File: config.mk
export PLATFORM = sky130hd
export DESIGN_NAME = miner_core_compress
export DESIGN_NICKNAME = d
export VERILOG_FILES = /design/src/rtl/miner_core_compress.sv
export SDC_FILE = /design/constraint.sdc
export NUM_CORES = 2
export LEC_CHECK = 0
export BUFFER_PORTS_ARGS = -buffer_cell sky130_fd_sc_hd__buf_2
export CORE_ASPECT_RATIO = 1.2
export CORE_MARGIN = 2
export CORE_UTILIZATION = 35
export CTS_CLUSTER_SIZE = 12
export DETAILED_ROUTE_END_ITERATION = 10
export PLACE_DENSITY_LB_ADDON = 0.08
export SLEW_MARGIN = 20
export SYNTH_ARGS = -nofsm -noshare
export SYNTH_HDL_FRONTEND = slang
export SYNTH_SLANG_ARGS = --single-unit
export TNS_END_PERCENT = 100
File: constraint.sdc
create_clock -name clk -period 12.4 [get_ports clk]
set_input_delay 2.48 -clock clk [delete_from_list [all_inputs] [get_ports clk]]
set_output_delay 2.48 -clock clk [all_outputs]
set_load 0.03 [all_outputs]
File: src/rtl/miner_core_compress.sv
// SHA-256 compression: 64 (ROUNDS) rounds over a..h, then adds the result into the saved chaining value.
// Latency: start edge to done pulse is 1 (LOAD) + ROUNDS + 1 (ADD) + 1 cycles (67 for ROUNDS=64) with w_valid held high.
// Backpressure: a low w_valid stalls the round (a..h and round hold); start is ignored while busy.
module miner_core_compress #(
  parameter int ROUNDS = 64
) (
  input  logic         clk,
  input  logic         rst,
  input  logic         start,
  input  logic [255:0] h_in,
  input  logic [31:0]  w_word,
  input  logic         w_valid,
  output logic         busy,
  output logic [5:0]   round,
  output logic         done,
  output logic [255:0] h_out
);

  localparam logic [1:0] ST_IDLE  = 2'd0;
  localparam logic [1:0] ST_LOAD  = 2'd1;
  localparam logic [1:0] ST_ROUND = 2'd2;
  localparam logic [1:0] ST_ADD   = 2'd3;

  localparam logic [5:0] LAST_ROUND = 6'(ROUNDS - 1);

  // FIPS 180-4 round constants, read combinationally by the current round index.
  localparam logic [31:0] K_TAB [64] = '{
    32'h428a2f98, 32'h71374491, 32'hb5c0fbcf, 32'he9b5dba5, 32'h3956c25b, 32'h59f111f1, 32'h923f82a4, 32'hab1c5ed5,
    32'hd807aa98, 32'h12835b01, 32'h243185be, 32'h550c7dc3, 32'h72be5d74, 32'h80deb1fe, 32'h9bdc06a7, 32'hc19bf174,
    32'he49b69c1, 32'hefbe4786, 32'h0fc19dc6, 32'h240ca1cc, 32'h2de92c6f, 32'h4a7484aa, 32'h5cb0a9dc, 32'h76f988da,
    32'h983e5152, 32'ha831c66d, 32'hb00327c8, 32'hbf597fc7, 32'hc6e00bf3, 32'hd5a79147, 32'h06ca6351, 32'h14292967,
    32'h27b70a85, 32'h2e1b2138, 32'h4d2c6dfc, 32'h53380d13, 32'h650a7354, 32'h766a0abb, 32'h81c2c92e, 32'h92722c85,
    32'ha2bfe8a1, 32'ha81a664b, 32'hc24b8b70, 32'hc76c51a3, 32'hd192e819, 32'hd6990624, 32'hf40e3585, 32'h106aa070,
    32'h19a4c116, 32'h1e376c08, 32'h2748774c, 32'h34b0bcb5, 32'h391c0cb3, 32'h4ed8aa4a, 32'h5b9cca4f, 32'h682e6ff3,
    32'h748f82ee, 32'h78a5636f, 32'h84c87814, 32'h8cc70208, 32'h90befffa, 32'ha4506ceb, 32'hbef9a3f7, 32'hc67178f2
  };

  logic [1:0]   state;
  logic [31:0]  a, b, c, d, e, f, g, h;
  logic [255:0] h_sav;

  logic [31:0] k_t;
  logic [31:0] big_s1, big_s0, ch, maj, t1, t2;

  assign busy = (state != ST_IDLE);
  assign k_t  = K_TAB[round];

  // One round of the compression function on the current working variables.
  always_comb begin
    big_s1 = {e[5:0], e[31:6]} ^ {e[10:0], e[31:11]} ^ {e[24:0], e[31:25]};
    ch     = (e & f) ^ (~e & g);
    big_s0 = {a[1:0], a[31:2]} ^ {a[12:0], a[31:13]} ^ {a[21:0], a[31:22]};
    maj    = (a & b) ^ (a & c) ^ (b & c);
    t1     = h + big_s1 + ch + k_t + w_word;
    t2     = big_s0 + maj;
  end

  // Sequencer and datapath: IDLE -> LOAD -> ROUND (stalls on !w_valid) -> ADD -> IDLE.
  always_ff @(posedge clk) begin
    if (rst) begin
      state <= ST_IDLE;
      a     <= '0;
      b     <= '0;
      c     <= '0;
      d     <= '0;
      e     <= '0;
      f     <= '0;
      g     <= '0;
      h     <= '0;
      h_sav <= '0;
      round <= '0;
      h_out <= '0;
      done  <= 1'b0;
    end else begin
      done <= 1'b0;
      case (state)
        ST_IDLE: begin
          if (start) begin
            h_sav <= h_in;
            a     <= h_in[255:224];
            b     <= h_in[223:192];
            c     <= h_in[191:160];
            d     <= h_in[159:128];
            e     <= h_in[127:96];
            f     <= h_in[95:64];
            g     <= h_in[63:32];
            h     <= h_in[31:0];
            round <= '0;
            state <= ST_LOAD;
          end
        end
        // Dead cycle so the schedule block can put W[0] on w_word.
        ST_LOAD: state <= ST_ROUND;
        ST_ROUND: begin
          if (w_valid) begin
            h     <= g;
            g     <= f;
            f     <= e;
            e     <= d + t1;
            d     <= c;
            c     <= b;
            b     <= a;
            a     <= t1 + t2;
            round <= round + 6'd1;
            if (round == LAST_ROUND) begin
              state <= ST_ADD;
            end
          end
        end
        ST_ADD: begin
          h_out <= {h_sav[255:224] + a, h_sav[223:192] + b,
                    h_sav[191:160] + c, h_sav[159:128] + d,
                    h_sav[127:96]  + e, h_sav[95:64]   + f,
                    h_sav[63:32]   + g, h_sav[31:0]    + h};
          done  <= 1'b1;
          round <= '0;
          state <= ST_IDLE;
        end
        default: state <= ST_IDLE;
      endcase
    end
  end

endmodule

Word-level counts from Yosys, hierarchy flattened
Memories as Yosys holds them, arrays and structs flattened.
Cells that the tools add are included.
Word-level totals
  input port bits: 292
  memories kept: 1
  bits in read-only memories: 2048
  flip-flop bits (word level): 777
  word-level logic and storage cells: 94
Cells by class
  bitwise gates (word level): 14
  mux-type cells: 34
  magnitude comparators: 1
  reductions and logical operators: 8
  eq/ne operators: 7
  add/subtract/negate cells: 16
Memory list
  (no name shown): depth 64, bits a word 32, read ports 1, clocked after Yosys merged registers in 0, write ports 0, line 46  | assign k_t = K_TAB[round];
Operators by type and width (number)
  two-way mux 32 bit: 18
  case mux 32 bit (2 select lines): 8
  adder 32 bit: 15
  bitwise XOR 32 bit: 7
  bitwise AND 32 bit: 5
  NOT 32 bit: 1
  case mux 6 bit (3 select lines): 1
  two-way mux 6 bit: 2
  AND reduction 3 bit: 3
  case mux 2 bit (4 select lines): 1
  greater-or-equal comparator 7 bit (second input constant): 1
  NOT 6 -> 7 bit: 1
  adder 6 x 1 -> 6 bit (second input constant): 1
  == test 6 bit (second input constant): 1
  two-way mux 2 bit: 3
  != test 2 bit (second input constant): 3
  == test 2 bit (second input constant): 2
  nonzero test 2 bit: 2
  nonzero test 3 bit: 1
  == test 2 x 1 -> 1 bit (second input constant): 1
  logical NOT 2 bit: 1
  AND reduction 2 bit: 1
  two-way mux 1 bit: 1

Logic depth before layout (Yosys ltp)
  word-level depth: 9
  mapped depth: 40

Worst setup path after synthesis
OpenSTA, ideal clock, no wires.
  path kind: input-to-reg
  start: input port w_word[9]
  end: register a[31]
  setup slack: 3730 ps
  setup time: 91 ps
  path buffers: 0
  required time: 12309 ps
  arrival time: 8579 ps
  cell stages on the path: 27
  path through: inv_1 -> fa_1 -> fa_1 -> fa_1 -> inv_1 -> ha_1 -> a21o_1 -> a21o_1 -> a2111oi_0 -> a21boi_1 -> o21bai_1 -> a21oi_1 -> nor2_1 -> nor3_1 -> a21oi_1 -> o311a_1 -> fa_1 -> ha_1 -> a2111oi_4 -> o21ai_1 -> a221o_1 -> a2111oi_2 -> nor2_1 -> a221o_1 -> a21oi_2 -> xnor3_1 -> a311oi_1
Between the ends
  longest elaborated chain between the ends: 4
Ends and longest elaborated chain
  start, declared: line 11  | input logic [31:0] w_word,
  adder 32 bit: line 54  | t1 = h + big_s1 + ch + k_t + w_word;
  adder 32 bit: line 103  | a <= t1 + t2;
  two-way mux 32 bit: line 95  | if (w_valid) begin
  case mux 32 bit (2 select lines): line 76  | case (state)
  end signal, assigned: line 80  | a <= h_in[255:224];
  end signal, assigned: line 103
  end, declared: line 39  | logic [31:0] a, b, c, d, e, f, g, h;
Every way passes these cells. The select of a mux whose other input is x is not followed.
A chain may end at the register's enable or synchronous reset.

Worst setup path in the final report
  start: register round[1]
  end: register a[31]
Between the ends
  longest elaborated chain between the ends: 9
Ends and longest elaborated chain
  start, declared: line 14  | output logic [5:0] round,
  start signal, assigned: line 104  | round <= round + 6'd1;
  NOT 6 -> 7 bit (implied by the code): line 46
  memory read (64 x 32 bit)
  two-way mux 32 bit (implied by the code) (2 in a row): line 46
  adder 32 bit (2 in a row): line 54
  adder 32 bit: line 103
  two-way mux 32 bit: line 95
  case mux 32 bit (2 select lines): line 76
Every way passes these cells. The select of a mux whose other input is x is not followed.

==> run metrics <==
clock latency on the worst-skew pair between 0.7 and 0.8 ns; Crit path largest cell delay 0.98 ns; setup tns final 0 ns; Max Cap Violations 0; PostCTS Resize Cnt 0; Root Buffer clkbuf_16; first-pass GRT wire length 341000 µm; IO Port Bufs roughly 560; Mapped Cells 6471; Worst setup EP type register; Worst Path Max Fanout 20; RSZ-0062 raised after global routing false; global route overflow 0; crit path DAT 10.27 ns; Async S/R FF share, synth 0%; Clock Sinks 777; GRT Total Usage 30.6%; synth unique cells 93; Post-synth EDFFs 0; Yosys warning count 0; outcome complete, no violations; TritonCTS clock tree yes; total CTS buffers a little over 90; final hold violation count 0; Primary FF master, synth dfxtp_1; max-slew violations 0; Post-Syn Nets 7260; Hold WS 0.443 ns; Synth Area per Inst slightly above 8 µm²; Clk pin slew, worst setup/hold paths 0.06 ns; CTS max path bufs 3; headroom to the max-slew limit 23.7%; worst hold path type register to register; drt drc 0; Filler Cell Count 15600; first drt pass iteration count 5; Worst path slowest cell a2111oi_1; hpwl dp between 150000 and 200000 µm; Via Count roughly 50000; routability cong. 1.01; Post-CTS Repair Setup Buffers 0; worst-case clock skew 0.0287 ns; H-tree depth 3; Hold Buf Count CTS 0; Die ar. about 150000 µm²; fin area ~60000 µm²; Yosys top cell by area dfxtp_1; 1st-iter DRT viols approximately 3900; antenna violations before repair 19; Area after DPL between 50000 and 60000 µm²; die height 428 µm; Setup crit start kind register; Antenna Violating Nets Remaining 0; area share of the largest cell type after synthesis between 20% and 30%; top post-synthesis cells by count nand2_1, dfxtp_1, nor2_1; Final setup viols 0; minimum clock period between 9 and 10 ns; final core occ 40.4%; share of layout cells above drive strength 1 about an eighth; final period utilization 77.6%; WP data required around 13 ns; count leader, synth nand2_1; Max Freq between 100 and 150 MHz; die span in x 358 µm; top cells by area, synth dfxtp_1, ha_1, mux2i_1, nand2_1, a21oi_1; Setup CP Type register to register; FF+latch count, synth 777; largest net degree at the start of global routing 188; core area ~150000 µm²; mapped cell area 52500 µm²; Worst Tran Pin Value between 1 and 1.5 ns; vias in the first global route approximately 47000; Placement Rows 155; Routed wire per std cell 27.2 µm; initial core utilization 35.3%; FF/Latch Area 15600 µm²; via/cell ratio 5.52; register area share after synthesis 29.6%; Post-layout nets 7592; area grow syn2layout 14.7%; multi-input logic area 34500 µm²; io pins 556; Crit path top cell by count fa_1; final wirelength around 240000 µm
cell type report:
cell class | instances | share of cell area, %
Antenna cell | 11 | 0.0457
Multi-Input combinational cell | 5016 | 57.2
Clock buffer | 131 | 4.47
Inverter | 275 | 1.72
Tap cell | 1962 | 4.07
Clock inverter | 35 | 0.858
Sequential cell | 777 | 25.8
Timing Repair Buffer | 641 | 5.78
state kept, by name, summed over array words and instances, names as in the netlist:
| name | flops |
|---|---|
| g | 32 |
| h_out | 256 |
| a | 32 |
| e | 32 |
| done | 1 |
| d | 32 |
| f | 32 |
| c | 32 |
| round | 6 |
| b | 32 |
| state | 2 |
| h | 32 |
| h_sav | 256 |
cells in the final DEF, fill, tap and decap left out, drive strengths merged, types with 28 or more instances in the layout:
cell type	instances
o21bai	40
inv	277
o21ai	320
dfxtp	777
a21oi	610
o21a	69
nor2b	52
clkbuf	131
nand2b	46
a31oi	48
and3	35
fa	133
ha	364
nand3	79
nand2	845
or3	28
nor2	655
o211ai	40
a21o	147
mux2i	333
xor2	146
buf	641
xnor2	261
a211oi	319
nor3	86
critical path: cells and delay by family (launching register included):
| kind | cells | cell delay, ns |
|---|---|---|
| AND/OR/NAND/NOR | 4 | 0.64 |
| AO/OA/AOI/OAI | 17 | 4.51 |
| adder cells (fa/ha/maj) | 7 | 3.30 |
| XOR/XNOR | 1 | 0.22 |
| flip-flops | 1 | 0.31 |
| buffers and inverters | 3 | 0.54 |
final timing paths:
check                          from                     end  slack (ns)  cells after the start
min          h_out[26]$_SDFFE_PP0P_  h_out[26]$_SDFFE_PP0P_        0.44                      2
max           round[1]$_SDFFE_PP0P_      a[31]$_SDFFE_PP0P_        2.78                     32
max reg2reg   round[1]$_SDFFE_PP0P_      a[31]$_SDFFE_PP0P_        2.78                     32
min reg2reg  h_out[26]$_SDFFE_PP0P_  h_out[26]$_SDFFE_PP0P_        0.44                      2
through the flow:
stage | cells | worst slack (ns)
2_1_floorplan | 6471 | 3.73
3_3_place_gp | 8671 | 2.87
6_report | 8848 | 2.78
3_5_place_dp | 8671 | 2.84
5_1_grt | 8841 | 2.22
4_1_cts | 8837 | 2.83
logic make-up after synthesis:
group | after synthesis | synth area share [%]
buffers and inverters | 678 | 4.86
DFF | 777 | 29.6
xor gates and xnor gates | 408 | 6.83
adders and majority gates | 520 | 14.2
muxes | 348 | 6.80
and+or+nand+nor | 1920 | 15.4
AOI/OAI and AO/OA | 1820 | 22.3
metal layers:
metal | part of all wire (%) | up-vias | routed length (µm) | global-route usage [%]
met3 | 5.2 | 392 | 12500 | 4.29
met1 | 40 | 23500 | 96600 | 36.7
li1 | - | 23500 | - | -
met2 | 49 | 1518 | 117000 | 52.5
met4 | 6.0 | 12 | 14400 | 16.2
met5 | 0.029 | - | 70 | 0
Power is left out: the tool's default activity adds up to more than one toggle a clock period on the data nets, which glitch-free logic cannot reach.
